==> config.mk <==
export PLATFORM = sky130hd
export DESIGN_NAME = spi_bus_initiator_flat
export DESIGN_NICKNAME = d
export VERILOG_FILES = /design/src/rtl/bus_pkg.sv /design/src/rtl/spi_bus_initiator_if.sv /design/src/rtl/spi_bus_initiator_timeout_counter.sv /design/src/rtl/spi_bus_initiator.sv /design/src/flat_wrapper.sv
export SDC_FILE = /design/constraint.sdc
export NUM_CORES = 1
export LEC_CHECK = 0
export ABC_AREA = 1
export BUFFER_PORTS_ARGS = -buffer_cell sky130_fd_sc_hd__buf_2
export CAP_MARGIN = 20
export CORE_UTILIZATION = 24
export DETAILED_ROUTE_END_ITERATION = 8
export GPL_TIMING_DRIVEN = 0
export PLACE_DENSITY = 0.46
export RECOVER_POWER = 25
export SLEW_MARGIN = 20
export SYNTH_ARGS = -nofsm -noshare
export SYNTH_HDL_FRONTEND = slang
export SYNTH_SLANG_ARGS = --single-unit
==> constraint.sdc <==
create_clock -name clk -period 1.79 [get_ports clk]
set_input_delay 0.358 -clock clk [delete_from_list [all_inputs] [get_ports clk]]
set_output_delay 0.358 -clock clk [all_outputs]
set_load 0.05 [all_outputs]
==> src/rtl/bus_pkg.sv <==
// Shared types for the bus initiator: FSM state encoding, the latched bus
// command record and the default grant-timeout budget.
package bus_pkg;

  localparam int unsigned BUS_TIMEOUT_DEFAULT = 16;

  typedef enum logic [1:0] {
    ST_IDLE = 2'd0,
    ST_REQ  = 2'd1,
    ST_WAIT = 2'd2,
    ST_RSP  = 2'd3
  } bus_init_state_t;

  typedef struct packed {
    logic        we;
    logic [31:0] addr;
    logic [31:0] wdata;
    logic [3:0]  be;
  } bus_cmd_t;

endpackage

==> src/rtl/spi_bus_initiator_if.sv <==
// Peripheral bus (req/gnt/rvalid) between one initiator and a responder.
//   master : drives req/we/be/addr/wdata, receives gnt/rvalid/rdata
//   slave  : the responder view
interface spi_bus_initiator_if;
  logic        req;
  logic        we;
  logic [3:0]  be;
  logic [31:0] addr;
  logic [31:0] wdata;
  logic        gnt;
  logic        rvalid;
  logic [31:0] rdata;

  modport master (
    output req, we, be, addr, wdata,
    input  gnt, rvalid, rdata
  );

  modport slave (
    input  req, we, be, addr, wdata,
    output gnt, rvalid, rdata
  );
endinterface

==> src/rtl/spi_bus_initiator_timeout_counter.sv <==
// Clearable, enabled, saturating up-counter used as the grant/response
// timeout. o_expired is high while the count sits at TIMEOUT_CYCLES-1.
//   clk, rst_n : clock, synchronous active-low reset
//   i_clr      : restart from zero (wins over i_en)
//   i_en       : count one step per cycle
//   o_expired  : final count reached
module bus_timeout_counter
  import bus_pkg::*;
#(
  parameter int unsigned TIMEOUT_CYCLES = BUS_TIMEOUT_DEFAULT
) (
  input  logic clk,
  input  logic rst_n,
  input  logic i_clr,
  input  logic i_en,
  output logic o_expired
);

  localparam int unsigned CW = $clog2(TIMEOUT_CYCLES);
  localparam logic [CW-1:0] LAST = CW'(TIMEOUT_CYCLES - 1);

  logic [CW-1:0] r_count;
  logic          w_expired;

  assign w_expired = (r_count == LAST);
  assign o_expired = w_expired;

  // Holding at LAST instead of wrapping keeps o_expired asserted.
  always_ff @(posedge clk) begin
    if (!rst_n) begin
      r_count <= '0;
    end else if (i_clr) begin
      r_count <= '0;
    end else if (i_en && !w_expired) begin
      r_count <= r_count + CW'(1);
    end
  end

endmodule

==> src/rtl/spi_bus_initiator.sv <==
// Bus initiator: turns one upstream command into one single bus transfer
// and returns exactly one response. A transfer that is never granted (or
// never answered) ends in an error response after TIMEOUT_CYCLES.
//   clk, rst_n            : clock, synchronous active-low reset
//   i_cmd_*/o_cmd_ready   : command channel (valid/ready)
//   o_rsp_*/i_rsp_ready   : response channel (valid/ready)
//   bus                   : peripheral bus, master side
//
// state | meaning
// IDLE  | ready for a command
// REQ   | req driven, waiting for gnt
// WAIT  | granted, waiting for rvalid
// RSP   | response held until rsp_ready
module spi_bus_initiator
  import bus_pkg::*;
#(
  parameter int unsigned TIMEOUT_CYCLES = BUS_TIMEOUT_DEFAULT
) (
  input  logic        clk,
  input  logic        rst_n,
  input  logic        i_cmd_valid,
  output logic        o_cmd_ready,
  input  logic        i_cmd_we,
  input  logic [31:0] i_cmd_addr,
  input  logic [31:0] i_cmd_wdata,
  input  logic [3:0]  i_cmd_be,
  output logic        o_rsp_valid,
  input  logic        i_rsp_ready,
  output logic [31:0] o_rsp_rdata,
  output logic        o_rsp_err,
  spi_bus_initiator_if.master bus
);

  localparam logic [1:0] S_IDLE = ST_IDLE;
  localparam logic [1:0] S_REQ  = ST_REQ;
  localparam logic [1:0] S_WAIT = ST_WAIT;
  localparam logic [1:0] S_RSP  = ST_RSP;

  logic [1:0]  r_state;
  bus_cmd_t    r_cmd;
  logic [31:0] r_rsp_rdata;
  logic        r_rsp_err;

  logic        w_clr;
  logic        w_en;
  logic        w_expired;

  // The counter restarts on grant so WAIT gets its own full budget.
  assign w_clr = (r_state == S_IDLE) || ((r_state == S_REQ) && bus.gnt);
  assign w_en  = (r_state == S_REQ) || (r_state == S_WAIT);

  bus_timeout_counter #(
    .TIMEOUT_CYCLES(TIMEOUT_CYCLES)
  ) u_timeout (
    .clk       (clk),
    .rst_n     (rst_n),
    .i_clr     (w_clr),
    .i_en      (w_en),
    .o_expired (w_expired)
  );

  always_ff @(posedge clk) begin
    if (!rst_n) begin
      r_state     <= S_IDLE;
      r_cmd       <= '0;
      r_rsp_rdata <= '0;
      r_rsp_err   <= 1'b0;
    end else begin
      case (r_state)
        S_IDLE: begin
          if (i_cmd_valid) begin
            r_cmd.we    <= i_cmd_we;
            r_cmd.addr  <= i_cmd_addr;
            r_cmd.wdata <= i_cmd_wdata;
            r_cmd.be    <= i_cmd_be;
            r_state     <= S_REQ;
          end
        end
        S_REQ: begin
          // A grant on the final count still completes normally.
          if (bus.gnt) begin
            r_state <= S_WAIT;
          end else if (w_expired) begin
            r_rsp_rdata <= '0;
            r_rsp_err   <= 1'b1;
            r_state     <= S_RSP;
          end
        end
        S_WAIT: begin
          if (bus.rvalid) begin
            r_rsp_rdata <= r_cmd.we ? 32'h0 : bus.rdata;
            r_rsp_err   <= 1'b0;
            r_state     <= S_RSP;
          end else if (w_expired) begin
            r_rsp_rdata <= '0;
            r_rsp_err   <= 1'b1;
            r_state     <= S_RSP;
          end
        end
        S_RSP: begin
          if (i_rsp_ready) begin
            r_state <= S_IDLE;
          end
        end
        default: r_state <= S_IDLE;
      endcase
    end
  end

  assign o_cmd_ready = (r_state == S_IDLE);
  assign o_rsp_valid = (r_state == S_RSP);
  assign o_rsp_rdata = r_rsp_rdata;
  assign o_rsp_err   = r_rsp_err;

  assign bus.req   = (r_state == S_REQ);
  assign bus.we    = r_cmd.we;
  assign bus.be    = r_cmd.be;
  assign bus.addr  = r_cmd.addr;
  assign bus.wdata = r_cmd.wdata;

endmodule

==> src/flat_wrapper.sv <==
// flat-port wrapper written by rule: the top's interface ports become plain ports
module spi_bus_initiator_flat import bus_pkg::*;
#(
  parameter int unsigned TIMEOUT_CYCLES = BUS_TIMEOUT_DEFAULT
)
  (clk, rst_n, i_cmd_valid, o_cmd_ready, i_cmd_we, i_cmd_addr, i_cmd_wdata, i_cmd_be, o_rsp_valid, i_rsp_ready, o_rsp_rdata, o_rsp_err, bus_req, bus_we, bus_be, bus_addr, bus_wdata, bus_gnt, bus_rvalid, bus_rdata);
  spi_bus_initiator_if bus_i ();
  input  logic clk;
  input  logic rst_n;
  input  logic i_cmd_valid;
  output logic o_cmd_ready;
  input  logic i_cmd_we;
  input  logic [31:0] i_cmd_addr;
  input  logic [31:0] i_cmd_wdata;
  input  logic [3:0] i_cmd_be;
  output logic o_rsp_valid;
  input  logic i_rsp_ready;
  output logic [31:0] o_rsp_rdata;
  output logic o_rsp_err;
  output wire logic [$bits(bus_i.req)-1:0] bus_req;
  output wire logic [$bits(bus_i.we)-1:0] bus_we;
  output wire logic [$bits(bus_i.be)-1:0] bus_be;
  output wire logic [$bits(bus_i.addr)-1:0] bus_addr;
  output wire logic [$bits(bus_i.wdata)-1:0] bus_wdata;
  input wire logic [$bits(bus_i.gnt)-1:0] bus_gnt;
  input wire logic [$bits(bus_i.rvalid)-1:0] bus_rvalid;
  input wire logic [$bits(bus_i.rdata)-1:0] bus_rdata;
  assign bus_req = bus_i.req;
  assign bus_we = bus_i.we;
  assign bus_be = bus_i.be;
  assign bus_addr = bus_i.addr;
  assign bus_wdata = bus_i.wdata;
  assign bus_i.gnt = bus_gnt;
  assign bus_i.rvalid = bus_rvalid;
  assign bus_i.rdata = bus_rdata;
  spi_bus_initiator #(.TIMEOUT_CYCLES(TIMEOUT_CYCLES)) u_core (.clk(clk), .rst_n(rst_n), .i_cmd_valid(i_cmd_valid), .o_cmd_ready(o_cmd_ready), .i_cmd_we(i_cmd_we), .i_cmd_addr(i_cmd_addr), .i_cmd_wdata(i_cmd_wdata), .i_cmd_be(i_cmd_be), .o_rsp_valid(o_rsp_valid), .i_rsp_ready(i_rsp_ready), .o_rsp_rdata(o_rsp_rdata), .o_rsp_err(o_rsp_err), .bus(bus_i));
endmodule
Word-level counts from Yosys, hierarchy flattened --
Index checks and enable logic that the tools add are counted.
Cells by class: multipliers 0, reductions and logical operators 11, shifts and indexed selects 0, equal/unequal tests 7, $add $sub $neg 1, order comparisons 0, div/mod/pow operators 0, muxes and demuxes 15, bitwise operators 1
Operator list (number):
- $mux 32 | 4
- $pmux 32 s2 | 1
- $mux 2 | 5
- $pmux 2 s4 | 1
- $reduce_and 2->1 | 3
- $add 4x1->4 const B | 1
- $eq 2x2->1 const B | 2
- $eq 4x4->1 const B | 1
- $ne 2x2->1 const B | 2
- $mux 1 | 3
- $eq 2x1->1 const B | 1
- $logic_and 1x1->1 | 2
- $logic_not 2->1 | 1
- $logic_or 1x1->1 | 2
- $ne 2x1->1 const B | 1
- $pmux 1 s2 | 1
- $reduce_bool 2->1 | 1
- $reduce_or 2->1 | 1
- $logic_not 1->1 | 1
- $not 1->1 | 1
Word-level totals: RAM bits 0, register bits 108, bits of input ports 107, word-level logic and storage cells 43, output and inout port bits 105, bits in read-only memories 0, bits in latches 0, memories kept 0

Logic depth before layout (Yosys ltp) --
Gate-level depths: netlist (run 1).
word-level depth 4, gate-level depth with buffers 9, depth with buffers taken out 8

Cells and area by module --
From an unflattened synthesis (run 1), not the netlist that was laid out.
Unflattened totals: cell total of the unflattened synthesis 578, area, all modules 4327.9 um^2
Modules (own cells, without submodules):
- spi_bus_initiator | cells an instance 548, instances 1, area each 4124.0 um^2, seq. area each 2082.0 um^2
- bus_timeout_counter | cells an instance 30, instances 1, area each 203.9 um^2, seq. area each 80.1 um^2

Least setup slack after synthesis (run 1) --
No wires, ideal clock.
kind register -> register, start point reg u_core.r_state[0], end point reg u_core.bus.wdata[10] (netlist name), setup slack -7 ps, data arrival time 1733 ps, path buffers 2, cell stages (with the launch flop) 9, data required time 1726 ps, period minus slack after synthesis 1797 ps, library setup time 64 ps, path through dfxtp_1 -> inv_1 -> ha_1 -> nand2_1 -> inv_2 -> buf_4 -> buf_4 -> nor2_1 -> nor2_1
On the way: longest elaborated chain between the ends 2
Ends and longest elaborated chain:
- from (decl) | RTL line spi_bus_initiator.sv:39 | logic [1:0] r_state;
- from (signal assigned) | RTL line spi_bus_initiator.sv:64 | r_state <= S_IDLE;
- from (signal assigned) | RTL line spi_bus_initiator.sv:76 | r_state <= S_REQ;
- from (signal assigned) | RTL line spi_bus_initiator.sv:82 | r_state <= S_WAIT;
- $logic_not 2->1
- via o_cmd_ready | RTL line flat_wrapper.sv:11 | output logic o_cmd_ready;
- $reduce_and 2->1 (no source line)
The timed path passes the listed nets, and every way through them passes these cells. A chain may end at the register's enable or synchronous reset.

Worst setup path after layout (run 1) --
start point reg u_core.r_state[1], end point reg u_core.r_rsp_rdata[28] (netlist: u_core.o_rsp_rdata[28])
On the way: longest elaborated chain between the ends 3, elaborated cells on any way between the ends 6, those cells by class eq/ne: 3; mux: 1; reduce/logical: 2
Ends and longest elaborated chain:
- $eq 2x1->1 / $eq 2x2->1 (equally long branches) | RTL line spi_bus_initiator.sv:69 | case (r_state)
- $ne 2x2->1 (no source line) / $reduce_bool 2->1 (equally long branches)
- $reduce_and 2->1 (no source line)
- to (signal assigned) | RTL line spi_bus_initiator.sv:91 | r_rsp_rdata <= r_cmd.we ? 32'h0 : bus.rdata;
- to (decl) | RTL line spi_bus_initiator.sv:41 | logic [31:0] r_rsp_rdata;
Parallel ways exist; a longest one is shown, timed or not.

==> results of run 1 <==
[sequential cells by signal, summed over array words and instances (netlist names)]
name                      cells
u_core.bus.wdata             32
u_core.bus.we                 1
u_core.bus.addr              32
u_core.bus.be                 4
u_core.r_state                2
u_core.o_rsp_err              1
u_core.u_timeout.r_count      4
u_core.o_rsp_rdata           32
[kinds of logic (layout without fill, tap and decap cells)]
logic type | count (synthesis) | count (layout) | synth area share [%]
buf+inv | 44 | 270 | 5.79
simple gates | 232 | 232 | 24.9
fa+ha+maj | 5 | 5 | 1.49
flops | 108 | 108 | 51.6
compound gates | 113 | 113 | 16.2
[power breakdown]
part / total (uW) / internal, uW / switching [uW]
Sequential: 2680 / 2590 / 95.3
Combinational: 1470 / 352 / 1120
Clock: 1930 / 1050 / 882
[layout make-up]
cell class / instances / area, um2
fillers: 1857 / 11100
clock buffers: 12 / 267
multi-input cells: 350 / 1790
clock inverters: 4 / 22.5
inverters: 10 / 37.5
flip-flops and latches: 108 / 2160
plain buffers: 34 / 210
repair buffers: 210 / 992
well taps: 220 / 275
[layout by cell type (no fill, tap or decap)]
master / n
ha_1: 4
nor2_1: 142
dfxtp_1: 106
a21oi_2: 30
buf_6: 1
o22ai_1: 1
clkbuf_1: 64
inv_1: 9
o21ai_0: 73
or2_2: 1
nor3_1: 1
clkinv_2: 3
clkinvlp_4: 1
buf_2: 168
clkbuf_2: 1
clkbuf_8: 3
nand3_1: 36
nand2_1: 16
inv_2: 1
a21oi_1: 9
ha_2: 1
nand2_4: 1
nand2_2: 32
nor2_4: 1
buf_12: 3
clkbuf_16: 9
buf_1: 2
nor2_8: 2
buf_4: 5
dfxtp_2: 2
[through the flow]
step / setup WS, ns / power, uW
after floorplan: 0.0168 / 3810
after global placement: -0.0647 / 4230
after detailed placement: -0.0827 / 4250
after CTS: 0.0400 / 6210
after global routing: -0.0217 / 6440
final: 0.107 / 6090
[routing by layer]
layer	global-route usage, %	wire, um	vias to the layer above	part of all wire [%]
met2	23.5	5850	150	47
met3	4.69	1080	14	8.7
met4	5.06	174	0	1.4
li1	-	-	2076	-
met5	0	0	-	0
met1	16.9	5350	1849	43
[cell usage after synthesis (all sizes together)]
cell type and count:
o21ai 73, nand3 36, nor2 145, ha 5, inv 10, nor3 1
clkbuf 18, a21oi 39, nand2 49, dfxtp 108, or2 1, o22ai 1
buf 16
[timing repair]
item,4_1_cts,5_1_grt
endpoints found under the hold margin,0,0
pin swaps,0,1
buffers inserted,0,0
cloned,0,0
resized for setup,1,6
setup endpoints to repair,25,46
[worst max-delay path, delay by kind of cell, from the launching register on]
| family | cells | cell delay (ns) |
|---|---|---|
| buffers and inverters | 2 | 0.28 |
| AND/OR/NAND/NOR | 3 | 0.40 |
| AO/OA/AOI/OAI | 1 | 0.16 |
| flip-flops | 1 | 0.37 |
| adder cells (fa/ha/maj) | 1 | 0.39 |
[how the worst max path moves through the flow]
| stage | startpoint | endpoint | slack, ns |
|---|---|---|---|
| 6_report | u_core.r_state[1] | u_core.o_rsp_rdata[28] | 0.11 |
| 3_3_place_gp | u_core.r_state[0] | u_core.bus.we | -0.06 |
| 5_1_grt | u_core.r_state[1] | u_core.o_rsp_rdata[28] | -0.02 |
| 3_5_place_dp | u_core.r_state[0] | u_core.bus.wdata[5] | -0.08 |
| 2_1_floorplan | u_core.r_state[1] | u_core.o_rsp_rdata[10] | 0.02 |
| 4_1_cts | u_core.r_state[1] | u_core.o_rsp_rdata[11] | 0.04 |
==> flow_summary.json, run 1 <==
{
  "antenna_found_initial": 0,
  "numCtsBuffers": 9,
  "place_inst": 932,
  "clk_pin_slew_ns": 0.07,
  "grt_pass1_wl_um": 19900,
  "finClkSkew_ns": 0.00543,
  "hold_buffers": 0,
  "drt_iter0_markers": 134,
  "place_congestion": 0.741,
  "power_density_nw_per_um2": 1060,
  "synth_nets": 614,
  "io_buffers": 210,
  "tns_ns": 0,
  "die_y_um": 134,
  "die_w_um": 134,
  "final_area_um2": 5760,
  "drt_wl_total_um": 12500,
  "clockBufferDepth": 2,
  "root_buffer": "clkbuf_16",
  "hold_end": "u_core.bus.addr[22]",
  "ff2ff_path_depth": 7,
  "finalNonFillerCells": 948,
  "die_area_um2": 18000,
  "whs_path_depth": 3,
  "synth_top_area_cell": "dfxtp_1",
  "slowest_stage": "ha_2",
  "cp_max_fo": 10,
  "peakVddDrop_uv": 448,
  "min_period_ns": 1.68,
  "r2r-end": "u_core.o_rsp_rdata[28]",
  "max_cap_violations": 0,
  "worstSetupPathType": "reg2reg",
  "p_leak_uw": 0.00250,
  "hp-start": "i_cmd_addr[22]",
  "vias": 4089,
  "synth-seq-cells": 108,
  "gr-total-overflow": 0,
  "run_status": "finished clean",
  "max_stage_delay_ns": 0.39,
  "fmax_ghz": 0.594,
  "nets": 835,
  "cts_tree": "done",
  "ys_types": 23,
  "drc": 0,
  "via_per_inst": 4.31,
  "finalHoldViolCount": 0,
  "synth_area_um2": 4190,
  "fin_util_pct": 34.3,
  "core_um2": 16800,
  "wire_per_inst_um": 13.1,
  "rows": 47,
  "grt_pass1_vias": 4022,
  "critical_path_required_ns": 2.06,
  "hold_class": "in2reg",
  "ios": 212,
  "hpwl_um": 9660,
  "yosysTopAreaCellShare_pct": 51.6,
  "grt_max_degree": 17,
  "ys_warn_count": 0,
  "holdWs_ns": 0.264,
  "dpl_cell_area_um2": 5520,
  "synth_cells": 502,
  "cts_htree_levels": 3,
  "path_cells": "inv_1, ha_2, nand2_4, nor2_8, buf_4, nand3_1, a21oi_2",
  "seq_area_frac_synth_pct": 51.6,
  "crit_path_start_kind": "flip-flop",
  "relSlewSlack_pct": 51.3,
  "syn_avg_cell_area_um2": 8.35,
  "synthTopCellsByArea": "dfxtp_1, nor2_1, o21ai_0",
  "start_util_pct": 24.9,
  "drtAntennaViolNets": 0,
  "syn2layout_area_growth_pct": 37.4,
  "worst_pin_slew_ns": 0.730,
  "crit_path_end_kind": "flip-flop",
  "r2r_slack_ns": 0.11,
  "diodes": 0,
  "grt.total_usage_pct": 14.1,
  "setup_violations": 0,
  "reg2reg_from": "u_core.r_state[1]",
  "clock_latency_ns": 0.34,
  "first_pass_iters": 7,
  "final_layout_size_suffix_gt1_share_pct": 36.4,
  "crit_arrival_ns": 1.96,
  "post-route-period-util_pct": 94.0,
  "rsz0062_at_grt": "yes",
  "drv_slew": 0,
  "clock_sinks": 108
}
Note: power is estimated with default switching activity, not from simulation.
==> run 2, diff against run 1 <==
--- a/config.mk
+++ b/config.mk
@@ -11,7 +11,7 @@
 export CORE_UTILIZATION = 24
 export DETAILED_ROUTE_END_ITERATION = 8
 export GPL_TIMING_DRIVEN = 0
-export PLACE_DENSITY = 0.46
+export PLACE_DENSITY_LB_ADDON = 0.08
 export RECOVER_POWER = 25
 export SLEW_MARGIN = 20
 export SYNTH_ARGS = -nofsm -noshare
==> run 2 against run 1 <==
Against the previous run:
- global-route usage hardly changed
- power is 0.58% lower
- clock skew is 0.0025 ns higher
- die area stayed put
- register-to-register slack better by 0.02 ns
- non-clock buffer count stayed put
- via count is 1.6% lower
- utilization is 0.074 points lower
- cell count is 0.11% lower
- first-iteration DRC count is 37% lower
- combinational power hardly changed
- largest cell class unchanged
==> flow_summary.json, run 2 (synthesis gave the netlist of run 1 again) <==
{
  "run_status": "finished clean",
  "numCtsBuffers": 9,
  "clk_pin_slew_ns": 0.07,
  "die_y_um": 134,
  "place_congestion": 0.699,
  "reg2reg_from": "u_core.r_state[0]",
  "worstSetupPathType": "reg2out",
  "hpwl_um": 9320,
  "clock_latency_ns": 0.34,
  "critical_path_required_ns": 1.43,
  "max_stage_delay_ns": 0.34,
  "clockBufferDepth": 2,
  "crit_path_start_kind": "flip-flop",
  "gr-total-overflow": 0,
  "p_leak_uw": 0.00247,
  "die_w_um": 134,
  "rows": 47,
  "drt_iter0_markers": 84,
  "holdWs_ns": 0.262,
  "io_buffers": 210,
  "hp-start": "i_cmd_be[0]",
  "worst_pin_slew_ns": 0.726,
  "cp_max_fo": 4,
  "drt_wl_total_um": 12300,
  "min_period_ns": 1.69,
  "crit_path_end_kind": "output port",
  "relSlewSlack_pct": 51.6,
  "final_layout_size_suffix_gt1_share_pct": 35.5,
  "drc": 0,
  "nFillCells": 1882,
  "post-route-period-util_pct": 94.5,
  "nets": 835,
  "ios": 212,
  "path_buf_inv": 2,
  "final_common_cell": "buf_2",
  "slowest_stage": "dfxtp_1",
  "cts_htree_levels": 3,
  "r2r-end": "u_core.o_rsp_rdata[4]",
  "setup_violations": 0,
  "peakVddDrop_uv": 426,
  "whs_path_depth": 3,
  "mostFrequentLayoutCells": "buf_2, nor2_1, dfxtp_1, o21ai_0, clkbuf_1",
  "drtAntennaViolNets": 0,
  "die_area_um2": 18000,
  "hold_class": "in2reg",
  "fmax_ghz": 0.591,
  "cts_tree": "done",
  "diodes": 0,
  "grt_pass1_vias": 4054,
  "p_total_uw": 6050,
  "critPathTopFamily": "buffers and inverters",
  "clock_sinks": 108,
  "syn2layout_area_growth_pct": 37.1,
  "grt.total_usage_pct": 14.1,
  "vias": 4024,
  "grt_pass1_wl_um": 19900,
  "max_cap_violations": 0,
  "finClkSkew_ns": 0.00790,
  "first_pass_iters": 4,
  "final_area_um2": 5750,
  "fin_util_pct": 34.2,
  "crit_arrival_ns": 1.33,
  "r2r_slack_ns": 0.13,
  "start_util_pct": 24.9,
  "grt_max_degree": 17,
  "dpl_cell_area_um2": 5520,
  "path_cells": "inv_1, ha_2, buf_2",
  "power_density_nw_per_um2": 1050,
  "hold_end": "u_core.bus.be[0]",
  "core_um2": 16800,
  "via_per_inst": 4.25,
  "ff2ff_path_depth": 8,
  "rsz0062_at_grt": "no",
  "wire_per_inst_um": 13.0,
  "drv_slew": 0,
  "antenna_found_initial": 0,
  "root_buffer": "clkbuf_16",
  "tns_ns": 0,
  "finalHoldViolCount": 0
}
-- run 2: worst max-delay path by stage --
stage | from | endpoint | depth (start not counted)
final | u_core.r_state[0] | o_cmd_ready | 3
after global routing | u_core.r_state[0] | u_core.o_rsp_rdata[18] | 7
after CTS | u_core.r_state[1] | bus_req | 3
after detailed placement | u_core.r_state[1] | u_core.bus.wdata[16] | 8
after global placement | u_core.r_state[1] | u_core.bus.wdata[14] | 8
after floorplan | u_core.r_state[1] | u_core.o_rsp_rdata[10] | 9
-- run 2: power breakdown --
group          switching (uW)  internal [uW]  leakage, uW
logic                    1120            352      0.00145
registers                91.2           2580     0.000887
clock network             887           1020     0.000139
total                    2100           3950      0.00247
-- run 2: per-layer routing --
metal  up-vias  routed length, um  track usage (%)
li1       2074                  -                -
met1      1805               5320             17.0
met2       133               5860             23.6
met3        12                953             4.12
met4         0                190             5.43
met5         -                  0                0
-- run 2: per-stage QoR --
stage	std cells	setup WS, ns
after floorplan	502	0.0168
after global placement	932	-0.00664
after global routing	947	0.00173
after detailed placement	932	-0.0488
after CTS	947	0.0554
final	947	0.0984
-- run 2: final cells by class --
type,count,area [um2],share of cell area [%]
inverters,10,37.5,0.653
multi-input cells,350,1800,31.3
well taps,220,275,4.79
clock buffers,12,256,4.46
flip-flops and latches,108,2160,37.6
plain buffers,34,210,3.66
repair buffers,210,986,17.2
clock inverters,3,22.5,0.392
-- run 2: timing repair --
| action | CTS | global route |
|---|---|---|
| hold buffers | 0 | 0 |
| setup endpoints to repair | 23 | 39 |
| setup buffers | 0 | 0 |
| resized for setup | 1 | 5 |
| endpoints found under the hold margin | 0 | 0 |
-- run 2: worst register-to-register path, stage by stage, from the launching register on --
cell     delay [ns]
dfxtp_1        0.38
inv_1          0.10
ha_2           0.38
nand2_4        0.08
nor2_2         0.23
nor2_8         0.08
buf_12         0.16
nand2_2        0.06
a21oi_2        0.05
